`src/rtl/uart_reg_bridge.sv`:
```
// Serial command responder: pops 'W'/'R' frames from the RX FIFO, performs one
// register bus access and pushes a single response byte into the TX FIFO.
module uart_reg_bridge #(
    parameter int FRAME_WIDTH = 8,
    parameter int TIMEOUT     = 100000
) (
    input  logic                   clk,
    input  logic                   reset,
    input  logic [FRAME_WIDTH-1:0] r_data,
    input  logic                   rx_empty,
    output logic                   rd_uart,
    output logic [FRAME_WIDTH-1:0] w_data,
    input  logic                   tx_full,
    output logic                   wr_uart,
    output logic [FRAME_WIDTH-1:0] reg_addr,
    output logic [FRAME_WIDTH-1:0] reg_wdata,
    output logic                   reg_we,
    output logic                   reg_re,
    input  logic [FRAME_WIDTH-1:0] reg_rdata,
    output logic                   busy,
    output logic                   err_timeout
);

    localparam int CW = $clog2(TIMEOUT);
    localparam logic [CW-1:0] TO_MAX = CW'(TIMEOUT - 1);

    localparam logic [2:0] IDLE     = 3'd0;
    localparam logic [2:0] GET_ADDR = 3'd1;
    localparam logic [2:0] GET_DATA = 3'd2;
    localparam logic [2:0] BUS_WR   = 3'd3;
    localparam logic [2:0] BUS_RD   = 3'd4;
    localparam logic [2:0] RD_WAIT  = 3'd5;
    localparam logic [2:0] SEND     = 3'd6;

    localparam logic [FRAME_WIDTH-1:0] OP_W   = FRAME_WIDTH'(8'h57);
    localparam logic [FRAME_WIDTH-1:0] OP_R   = FRAME_WIDTH'(8'h52);
    localparam logic [FRAME_WIDTH-1:0] RSP_OK = FRAME_WIDTH'(8'h4B);
    localparam logic [FRAME_WIDTH-1:0] RSP_BAD = FRAME_WIDTH'(8'h3F);

    logic [2:0]             state_r;
    logic [2:0]             state_s;
    logic                   op_wr_r;
    logic [CW-1:0]          cnt_r;
    logic [FRAME_WIDTH-1:0] resp_r;
    logic [FRAME_WIDTH-1:0] addr_r;
    logic [FRAME_WIDTH-1:0] wdata_r;
    logic                   err_r;
    logic                   in_frame_s;
    logic                   pop_s;
    logic                   timeout_s;

    assign in_frame_s = (state_r == GET_ADDR) || (state_r == GET_DATA);
    assign pop_s      = ((state_r == IDLE) || in_frame_s) && !rx_empty;
    assign timeout_s  = in_frame_s && rx_empty && (cnt_r == TO_MAX);

    assign rd_uart     = pop_s && !reset;
    assign wr_uart     = (state_r == SEND) && !tx_full && !reset;
    assign reg_we      = (state_r == BUS_WR);
    assign reg_re      = (state_r == BUS_RD);
    assign busy        = (state_r != IDLE);
    assign w_data      = resp_r;
    assign reg_addr    = addr_r;
    assign reg_wdata   = wdata_r;
    assign err_timeout = err_r;

    // Next-state decode for the frame sequencer
    always_comb begin
        state_s = state_r;
        case (state_r)
            IDLE: begin
                if (!rx_empty) begin
                    if ((r_data == OP_W) || (r_data == OP_R)) begin
                        state_s = GET_ADDR;
                    end else begin
                        state_s = SEND;
                    end
                end else begin
                    state_s = IDLE;
                end
            end
            GET_ADDR: begin
                if (!rx_empty) begin
                    state_s = op_wr_r ? GET_DATA : BUS_RD;
                end else if (timeout_s) begin
                    state_s = IDLE;
                end else begin
                    state_s = GET_ADDR;
                end
            end
            GET_DATA: begin
                if (!rx_empty) begin
                    state_s = BUS_WR;
                end else if (timeout_s) begin
                    state_s = IDLE;
                end else begin
                    state_s = GET_DATA;
                end
            end
            BUS_WR:  state_s = SEND;
            BUS_RD:  state_s = RD_WAIT;
            RD_WAIT: state_s = SEND;
            SEND: begin
                if (!tx_full) begin
                    state_s = IDLE;
                end else begin
                    state_s = SEND;
                end
            end
            default: state_s = IDLE;
        endcase
    end

    // State, captured frame fields, response byte and inter-byte timer
    always_ff @(posedge clk) begin
        if (reset) begin
            state_r <= IDLE;
            op_wr_r <= 1'b0;
            cnt_r   <= '0;
            resp_r  <= '0;
            addr_r  <= '0;
            wdata_r <= '0;
            err_r   <= 1'b0;
        end else begin
            state_r <= state_s;
            err_r   <= timeout_s;
            // Timer only runs while waiting mid-frame; any pop restarts it
            if (pop_s || !in_frame_s) begin
                cnt_r <= '0;
            end else begin
                cnt_r <= cnt_r + CW'(1);
            end
            case (state_r)
                IDLE: begin
                    if (pop_s) begin
                        op_wr_r <= (r_data == OP_W);
                        if ((r_data != OP_W) && (r_data != OP_R)) begin
                            resp_r <= RSP_BAD;
                        end
                    end
                end
                GET_ADDR: begin
                    if (pop_s) begin
                        addr_r <= r_data;
                    end
                end
                GET_DATA: begin
                    if (pop_s) begin
                        wdata_r <= r_data;
                    end
                end
                BUS_WR:  resp_r <= RSP_OK;
                RD_WAIT: resp_r <= reg_rdata;
                default: ;
            endcase
        end
    end

endmodule
```
`config.mk`:
```
export PLATFORM = sky130hd
export DESIGN_NAME = uart_reg_bridge
export DESIGN_NICKNAME = d
export VERILOG_FILES = /design/src/rtl/uart_reg_bridge.sv
export SDC_FILE = /design/constraint.sdc
export NUM_CORES = 1
export LEC_CHECK = 0
export ABC_AREA = 1
export BUFFER_PORTS_ARGS = -buffer_cell sky130_fd_sc_hd__buf_2
export CORE_MARGIN = 4
export CORE_UTILIZATION = 28
export CTS_BUF_LIST = sky130_fd_sc_hd__clkbuf_2
export DETAILED_ROUTE_END_ITERATION = 12
export HOLD_SLACK_MARGIN = 0.15
export SLEW_MARGIN = 20
export SYNTH_ARGS = -nofsm -noshare
export SYNTH_HDL_FRONTEND = slang
export SYNTH_SLANG_ARGS = --single-unit
```
`constraint.sdc`:
```
create_clock -name clk -period 1.3 [get_ports clk]
set_input_delay 0.26 -clock clk [delete_from_list [all_inputs] [get_ports clk]]
set_output_delay 0.26 -clock clk [all_outputs]
set_load 0.02 [all_outputs]
```
==> out/qor.csv, run 1 <==
stage,metric,value,unit
timing,final count of negative-setup-slack endpoints,25,
setup_path,Critical Path End Type,output port,
drt,count of unresolved DRC violations after routing,0,
timing,shortest clock period the worst path allows after layout,1.576,ns
cts,maximum number of buffers from clock root to sink,2,
layout,fillcell total,784,
drt,vias,2234,
global_route,antenna violations before repair,0,
drt,vias per cell,4.380,
setup_path,type of the worst setup path,flip-flop to output port,
place,area of placed instances,0.002625,sq mm
setup_path,Worst path max stage delay,0.44,ns
power,Leakage Power,0.001485,uW
global_route,aggregate global routing overflow,0,
timing,final worst path period share,121.3,%
drt,first-pass iteration count of the detailed router,4,
timing,actual slew at the worst max-slew pin,0.2358,ns
floorplan,height of the die,96.66,microns
timing,final worst setup slack,-0.2763,ns
setup_path,Top Family by Delay on Critical Path,flip-flops,
drt,number of nets still failing antenna checks after routing,0,
layout,Final Instance Area,0.003293,sq mm
logic_synthesis,Synth Register Bits,46,
place,weighted congestion reported at the end of routability-driven placement,0.8642,
drt,drt wl/cell,11.88,microns
power,cell area power density,1473,mW/mm^2
floorplan,number of cell rows,32,
setup_path,Bufs and invs on worst path,2,
logic_synthesis,warning count from the yosys run,0,
logic_synthesis,Mean Syn Cell Area,7.032,sq um
layout,ratio of cells with drive above 1 in the final layout,47.55,%
place,count of buffers from port buffering,49,
logic_synthesis,number of distinct library cell variants in the gate-level netlist after synthesis,26,
cts,TritonCTS sink count,46,
layout,number of nets in the final layout,429,
setup_path,Required @ worst endpoint,1.04,ns
global_route,global-route wire length before repair,10.07,mm
drt,Detailed Route Iter0 Violations,56,
layout,area of combinational cells with multiple inputs,0.001266,sq mm
cts,Clock Root Buffer,sky130_fd_sc_hd__clkbuf_2,
timing,highest attainable clock frequency,634.4,MHz
cts,clock tree from TritonCTS,yes,
place,half-perimeter wire length after placement,4.131,mm
floorplan,die area,0.009342,sq mm
timing,setup clock skew after layout,0.03631,ns
drt,total routed wirelength,6.060,mm
job,count of max-cap constraint violations,0,
place,number of placed cells counting well taps,469,
cts,H-Tree Depth,2,
cts,insertion delay to the later sink of the worst-skew pair,0.42,ns
power,"IR drop worst, VDD",0.0007825,V
floorplan,die outline width,96.66,microns
min_path,min-delay worst type,primary input to flip-flop,
timing,RSZ-0062 raised after global routing,true,
global_route,maximum number of pins on one net before global-route repair,17,
logic_synthesis,Post-Syn Instances,313,
setup_path,crit-path cells,inv_4 > nor2_4 > nand3_2 > nor2_2 > buf_6,
cts,Worst-path clk slew,0.23,ns
run_status,result of the run,"finished, violations left",
cts,number of clock buffers inserted by TritonCTS,5,
logic_synthesis,number of nets in the synthesized netlist,334,
run_status,failing checks,negative setup slack,
timing,final-report max-slew violation count,0,
global_route,gr usage total,12.81,%
layout,layout-stage area growth over the synthesis result,49.63,%
floorplan,number of ports placed on the die boundary,50,
logic_synthesis,mapped cell area,0.002201,sq mm
setup_path,critical path launch point type,flip-flop,
global_route,vias in the first global route,2222,
setup_path,highest-delay cell along the critical path,sky130_fd_sc_hd__dfxtp_4,
timing,Max-Slew Margin vs Limit,84.16,%
timing,final hold violation count,0,
logic_synthesis,"Seq/Total Area, Yosys",41.84,%
layout,Storage cell area,969.7,sq um
floorplan,Initial Utilization,28.63,%
setup_path,arrival time at the worst endpoint,1.32,ns
floorplan,Core Box Area,0.007687,sq mm
layout,post-route non-filler standard cell count,510,
layout,Antenna Cells,0,
layout,final core utilization,42.84,%
setup_path,"critical path fanouts, max",3,
==> Yosys cell counts <==
library cell / n / area share, %
sky130_fd_sc_hd__ha_1: 1 / 0.57
sky130_fd_sc_hd__nor2_4: 4 / 2.0
sky130_fd_sc_hd__xor2_1: 1 / 0.40
sky130_fd_sc_hd__nand2_1: 56 / 9.6
sky130_fd_sc_hd__nand3b_1: 1 / 0.34
sky130_fd_sc_hd__nor3_2: 1 / 0.45
sky130_fd_sc_hd__nand3_2: 3 / 1.4
sky130_fd_sc_hd__nor2_1: 58 / 9.9
sky130_fd_sc_hd__clkinv_4: 1 / 0.40
sky130_fd_sc_hd__nand2_4: 6 / 3.1
sky130_fd_sc_hd__nor2_2: 2 / 0.57
sky130_fd_sc_hd__o21ai_1: 9 / 2.0
sky130_fd_sc_hd__o21ai_2: 2 / 0.80
sky130_fd_sc_hd__clkbuf_4: 1 / 0.34
sky130_fd_sc_hd__a21oi_1: 28 / 6.4
sky130_fd_sc_hd__buf_6: 3 / 1.5
sky130_fd_sc_hd__dfxtp_1: 46 / 42
sky130_fd_sc_hd__xnor2_1: 2 / 0.80
sky130_fd_sc_hd__o21ai_0: 15 / 3.4
sky130_fd_sc_hd__nand4_1: 2 / 0.57
sky130_fd_sc_hd__buf_2: 2 / 0.45
sky130_fd_sc_hd__nor3_1: 7 / 1.6
sky130_fd_sc_hd__nand3_1: 14 / 3.2
sky130_fd_sc_hd__nand2_2: 2 / 0.57
sky130_fd_sc_hd__inv_2: 4 / 0.68
sky130_fd_sc_hd__inv_1: 42 / 7.2
==> area by class of cell <==
cell class | instances | share of cell area [%]
well taps | 102 | 3.875
inverters | 47 | 6.117
repair inverters | 2 | 0.4559
multi-input cells | 214 | 38.45
clock inverters | 1 | 0.2280
clock buffers | 6 | 0.9119
repair buffers | 92 | 20.52
flip-flops and latches | 46 | 29.45
==> cell usage in the layout (no fill, tap or decap), types with 2 or more instances in the layout <==
| cell type | count |
|---|---|
| sky130_fd_sc_hd__nor3_4 | 2 |
| sky130_fd_sc_hd__a21oi_2 | 6 |
| sky130_fd_sc_hd__buf_6 | 10 |
| sky130_fd_sc_hd__nand2_1 | 45 |
| sky130_fd_sc_hd__buf_4 | 21 |
| sky130_fd_sc_hd__o21ai_2 | 15 |
| sky130_fd_sc_hd__a21oi_1 | 22 |
| sky130_fd_sc_hd__nor2_4 | 10 |
| sky130_fd_sc_hd__nand4_1 | 2 |
| sky130_fd_sc_hd__clkbuf_2 | 6 |
| sky130_fd_sc_hd__xnor2_1 | 2 |
| sky130_fd_sc_hd__o21ai_1 | 7 |
| sky130_fd_sc_hd__nor3_1 | 6 |
| sky130_fd_sc_hd__inv_1 | 33 |
| sky130_fd_sc_hd__nand3_1 | 11 |
| sky130_fd_sc_hd__inv_4 | 3 |
| sky130_fd_sc_hd__nor2_1 | 46 |
| sky130_fd_sc_hd__nor2_2 | 8 |
| sky130_fd_sc_hd__o21ai_0 | 4 |
| sky130_fd_sc_hd__nand2_4 | 9 |
| sky130_fd_sc_hd__nand2_2 | 10 |
| sky130_fd_sc_hd__dlygate4sd3_1 | 17 |
| sky130_fd_sc_hd__inv_2 | 10 |
| sky130_fd_sc_hd__nand3_2 | 6 |
| sky130_fd_sc_hd__dfxtp_4 | 5 |
| sky130_fd_sc_hd__dfxtp_2 | 24 |
| sky130_fd_sc_hd__dfxtp_1 | 17 |
| sky130_fd_sc_hd__buf_2 | 43 |
==> state kept, by name, indices dropped and copies added (netlist names) <==
signal and flops:
w_data 8, reg_addr 8, cnt_r 17, op_wr_r 1, state_r 3, err_timeout 1, reg_wdata 8
==> report_power, final <==
group          leakage, uW  total (uW)  internal, uW  switching [uW]
sequential        0.000388        1900          1710             193
combinational      0.00107        2370           961            1410
clock            0.0000251         585           130             455
==> cells by family after synthesis <==
group / Yosys count / synth area share (%)
simple gates: 156 / 33.20
compound gates: 54 / 12.62
xor+xnor: 3 / 1.194
buf+inv: 53 / 10.57
flops: 46 / 41.84
fa+ha+maj: 1 / 0.5684
==> routing by layer <==
| layer | up-vias | wire length [microns] | GRT usage, % | share of wire, % |
|---|---|---|---|---|
| met2 | 29 | 3056 | 22.40 | 50 |
| met5 | - | 0 | 0 | 0 |
| met3 | 10 | 165 | 2.956 | 2.7 |
| met1 | 1022 | 2728 | 15.52 | 45 |
| li1 | 1173 | - | - | - |
| met4 | 0 | 110 | 3.996 | 1.8 |
==> worst min-delay path, delay by kind of cell <==
family,cells,cell delay [ns]
buffers and inverters,2,0.21
AO/OA/AOI/OAI,1,0.03
AND/OR/NAND/NOR,2,0.18
==> path summary, 6_finish.rpt <==
check	to	slack (ns)	cells past startpoint	from
worst min register to register	w_data[1]$_SDFFE_PP0P_	0.48	2	w_data[1]$_SDFFE_PP0P_
worst min-delay path	cnt_r[11]$_SDFF_PP0_	0.27	5	rx_empty
worst max-delay path	wr_uart	-0.28	5	state_r[1]$_SDFF_PP0_
worst max register to register	reg_wdata[2]$_SDFFE_PP0P_	-0.09	8	state_r[2]$_SDFF_PP0_
==> stage by stage <==
step | setup slack (ns) | power [uW] | hold WS (ns) | setup TNS [ns]
after floorplan | 0.006119 | 3052 | 0.4071 | 0
after global placement | -0.01204 | 3547 | 0.4437 | -0.03296
after detailed placement | -0.03319 | 3570 | 0.4404 | -0.1747
after CTS | -0.3020 | 4601 | 0.2672 | -1.491
after global routing | -0.3713 | 5195 | 0.2513 | -4.748
final | -0.2763 | 4852 | 0.2676 | -2.265
==> what timing repair did <==
item / CTS / global route
setup endpoints to repair: 27 / 54
hold buffers: 17 / 0
gates cloned: 1 / 1
setup buffers: 8 / 9
pin swaps: 14 / 25
hold endpoints to repair: 25 / 0
gates resized for setup: 56 / 81
(Power assumes the default switching activity.)
==> inputs of run 2 (changes only) <==
--- a/config.mk
+++ b/config.mk
@@ -7,11 +7,12 @@
 export LEC_CHECK = 0
 export ABC_AREA = 1
 export BUFFER_PORTS_ARGS = -buffer_cell sky130_fd_sc_hd__buf_2
-export CORE_MARGIN = 4
+export CORE_MARGIN = 5
 export CORE_UTILIZATION = 28
 export CTS_BUF_LIST = sky130_fd_sc_hd__clkbuf_2
 export DETAILED_ROUTE_END_ITERATION = 12
 export HOLD_SLACK_MARGIN = 0.15
+export SETUP_SLACK_MARGIN = 0.05
 export SLEW_MARGIN = 20
 export SYNTH_ARGS = -nofsm -noshare
 export SYNTH_HDL_FRONTEND = slang
==> out/qor.csv, run 2 (synthesis gave the netlist of run 1 again) <==
stage,metric,value,unit,change
cts,number of clock buffers inserted by TritonCTS,5,,unchanged
global_route,vias in the first global route,2200,,-0.99%
layout,Antenna Cells,0,,unchanged
setup_path,Required @ worst endpoint,1.04,ns,about the same
cts,maximum number of buffers from clock root to sink,2,,unchanged
layout,fillcell total,776,,-1.0%
place,half-perimeter wire length after placement,4.052,mm,-1.9%
setup_path,critical path launch point type,flip-flop,,
setup_path,number of cells traversed by the worst register-to-register path,8,,unchanged
timing,Max-Slew Margin vs Limit,76.23,%,-7.9 points
setup_path,Worst path max stage delay,0.44,ns,about the same
cts,H-Tree Depth,2,,unchanged
setup_path,crit-path cells,nand2_4 > nand2_4 > nor3_4 > buf_6,,
min_path,origin of the worst min-delay path,r_data[0],,
drt,Detailed Route Iter0 Violations,47,,-16%
setup_path,Critical Path End Type,output port,,
power,sequential cell fraction of total power,36.8,%,-2.3 points
place,number of placed cells counting well taps,469,,unchanged
floorplan,height of the die,98.66,microns,+2.1%
power,share of total power in combinational logic,47.3,%,-1.5 points
drt,number of nets still failing antenna checks after routing,0,,unchanged
run_status,failing checks,negative setup slack,,
layout,number of nets in the final layout,430,,+0.23%
setup_path,startpoint of the worst register-to-register path,state_r[0]$_SDFF_PP0_,,
setup_path,Top Family by Delay on Critical Path,flip-flops,,
timing,Hold WS,0.2323,ns,-0.03532 ns
setup_path,reg-to-reg setup timing slack,-0.03,ns,+0.06 ns
min_path,cell depth of the worst min-delay path,5,,unchanged
timing,highest attainable clock frequency,624.9,MHz,-1.5%
power,post-layout total power,5269,uW,+8.6%
timing,final worst setup slack,-0.3002,ns,-0.02381 ns
setup_path,Bufs and invs on worst path,1,,-1
layout,most frequent cells in the layout,"sky130_fd_sc_hd__nand2_1, sky130_fd_sc_hd__nor2_1, sky130_fd_sc_hd__inv_1",,
setup_path,arrival time at the worst endpoint,1.34,ns,+0.02 ns
floorplan,Initial Utilization,28.63,%,unchanged
drt,total routed wirelength,6.086,mm,+0.43%
setup_path,highest-delay cell along the critical path,sky130_fd_sc_hd__dfxtp_4,,
floorplan,number of ports placed on the die boundary,50,,unchanged
layout,area of combinational cells with multiple inputs,0.001250,sq mm,-1.3%
layout,register with the most flip-flops,cnt_r,,
layout,number of flip-flops under the largest register name,17,,unchanged
setup_path,end of the worst register-to-register path,state_r[1]$_SDFF_PP0_,,
place,weighted congestion reported at the end of routability-driven placement,0.8196,,-5.2%
setup_path,critical path depth in cells,4,,-1
timing,RSZ-0062 raised after global routing,true,,
layout,ratio of cells with drive above 1 in the final layout,45.61,%,-1.9 points
power,fraction of power consumed by the clock network,15.9,%,+3.8 points
setup_path,type of the worst setup path,flip-flop to output port,,
place,minimum setup slack after placement,-0.03698,ns,-0.003788 ns
timing,final count of negative-setup-slack endpoints,13,,-48%
cts,TritonCTS sink count,46,,unchanged
drt,vias,2237,,+0.13%
timing,final-report max-slew violation count,0,,unchanged
power,switching power,2108,uW,+2.5%
global_route,aggregate global routing overflow,0,,unchanged
drt,count of unresolved DRC violations after routing,0,,unchanged
drt,first-pass iteration count of the detailed router,4,,unchanged
drt,vias per cell,4.369,,-0.26%
power,"IR drop worst, VDD",0.001021,V,+31%
timing,actual slew at the worst max-slew pin,0.3539,ns,+0.1180 ns
run_status,result of the run,"finished, violations left",,
place,count of buffers from port buffering,49,,unchanged
power,Int Pwr,3162,uW,+13%
setup_path,"critical path fanouts, max",4,,+1
cts,Clock Root Buffer,sky130_fd_sc_hd__clkbuf_2,,
power,cell area power density,1517,mW/mm^2,+3.0%
global_route,maximum number of pins on one net before global-route repair,17,,unchanged
floorplan,Core Box Area,0.007687,sq mm,unchanged
timing,shortest clock period the worst path allows after layout,1.600,ns,+0.02381 ns
floorplan,number of cell rows,32,,unchanged
floorplan,die outline width,98.66,microns,+2.1%
layout,layout-stage area growth over the synthesis result,57.82,%,
global_route,gr usage total,12.28,%,-0.53 points
floorplan,die area,0.009733,sq mm,+4.2%
timing,setup clock skew after layout,0.03880,ns,+0.002488 ns
cts,clock tree from TritonCTS,yes,,
global_route,antenna violations before repair,0,,unchanged
min_path,min-delay worst type,primary input to flip-flop,,
timing,final worst path period share,123.1,%,+1.8 points
job,count of max-cap constraint violations,0,,unchanged
drt,drt wl/cell,11.89,microns,about the same
layout,Storage cell area,975.9,sq um,+0.65%
power,Leakage Power,0.001517,uW,+2.2%
min_path,Hold EP,op_wr_r$_SDFFE_PP0P_,,
power,net switching share of the total power,40.00,%,-2.4 points
setup_path,cell repeated most along the worst path,sky130_fd_sc_hd__nand2_4,,
timing,final hold violation count,0,,unchanged
layout,post-route non-filler standard cell count,512,,+0.39%
cts,insertion delay to the later sink of the worst-skew pair,0.46,ns,+0.04 ns
cts,Worst-path clk slew,0.28,ns,+0.05 ns
global_route,global-route wire length before repair,9.853,mm,-2.2%
## run 2: power groups by stage
| stage | Combinational (uW) | Clock, uW | Sequential, uW |
|---|---|---|---|
| finish | 2490 | 835 | 1940 |
| global route | 2700 | 922 | 1970 |
| CTS | 2170 | 857 | 1890 |
| detailed placement | 1740 | 0 | 1840 |
| global placement | 1720 | 0 | 1840 |
| floorplan | 989 | 0 | 2060 |
## run 2: worst max path at each step
stage	start	end	slack, ns
finish	state_r[0]$_SDFF_PP0_	rd_uart	-0.30
global route	state_r[1]$_SDFF_PP0_	wr_uart	-0.41
CTS	state_r[0]$_SDFF_PP0_	rd_uart	-0.36
detailed placement	cnt_r[0]$_SDFF_PP0_	cnt_r[16]$_SDFF_PP0_	-0.04
global placement	cnt_r[0]$_SDFF_PP0_	cnt_r[16]$_SDFF_PP0_	0.01
floorplan	reset	wr_uart	0.006
## run 2: per-stage QoR
stage	area, sq um	setup TNS (ns)	util [%]
2_1_floorplan	2208	0	-
3_3_place_gp	2613	0	33.98
3_5_place_dp	2613	-0.06853	33.98
4_1_cts	3214	-1.543	41.81
5_1_grt	3473	-4.416	45.18
6_report	3473	-1.355	45.18
## run 2: timing repair
action / in CTS / in global routing
pin swaps: 22 / 12
buffers inserted: 10 / 7
endpoints found under the setup margin: 45 / 74
cloned: 0 / 1
endpoints found under the hold margin: 25 / 0
gates resized for setup: 108 / 71
hold buffers: 17 / 0
## run 2: worst reg2reg max path, stage by stage (launching register included)
cell and delay [ns]:
sky130_fd_sc_hd__dfxtp_4 0.47, sky130_fd_sc_hd__buf_4 0.16, sky130_fd_sc_hd__inv_1 0.04, sky130_fd_sc_hd__nand2_1 0.12
sky130_fd_sc_hd__nand2_1 0.07, sky130_fd_sc_hd__nor2_1 0.12, sky130_fd_sc_hd__nand3_2 0.10, sky130_fd_sc_hd__nand2_1 0.08
sky130_fd_sc_hd__a21oi_1 0.07
## run 2: layer usage
| layer | share of wire, % | track usage (%) | wire [microns] | vias to the layer above |
|---|---|---|---|---|
| met5 | 0 | 0 | 0 | - |
| met4 | 0.74 | 3.256 | 45 | 0 |
| met3 | 5.3 | 4.812 | 321 | 7 |
| met2 | 50 | 21.22 | 3073 | 32 |
| met1 | 43 | 14.17 | 2645 | 1024 |
| li1 | - | - | - | 1174 |
## run 2: layout make-up
type / count / share of cell area, %
multi-input cells: 214 / 35.99
flip-flops and latches: 46 / 28.10
repair buffers: 94 / 24.06
inverters: 47 / 5.872
well taps: 102 / 3.674
clock inverters: 3 / 1.261
clock buffers: 5 / 0.7205
repair inverters: 1 / 0.3242
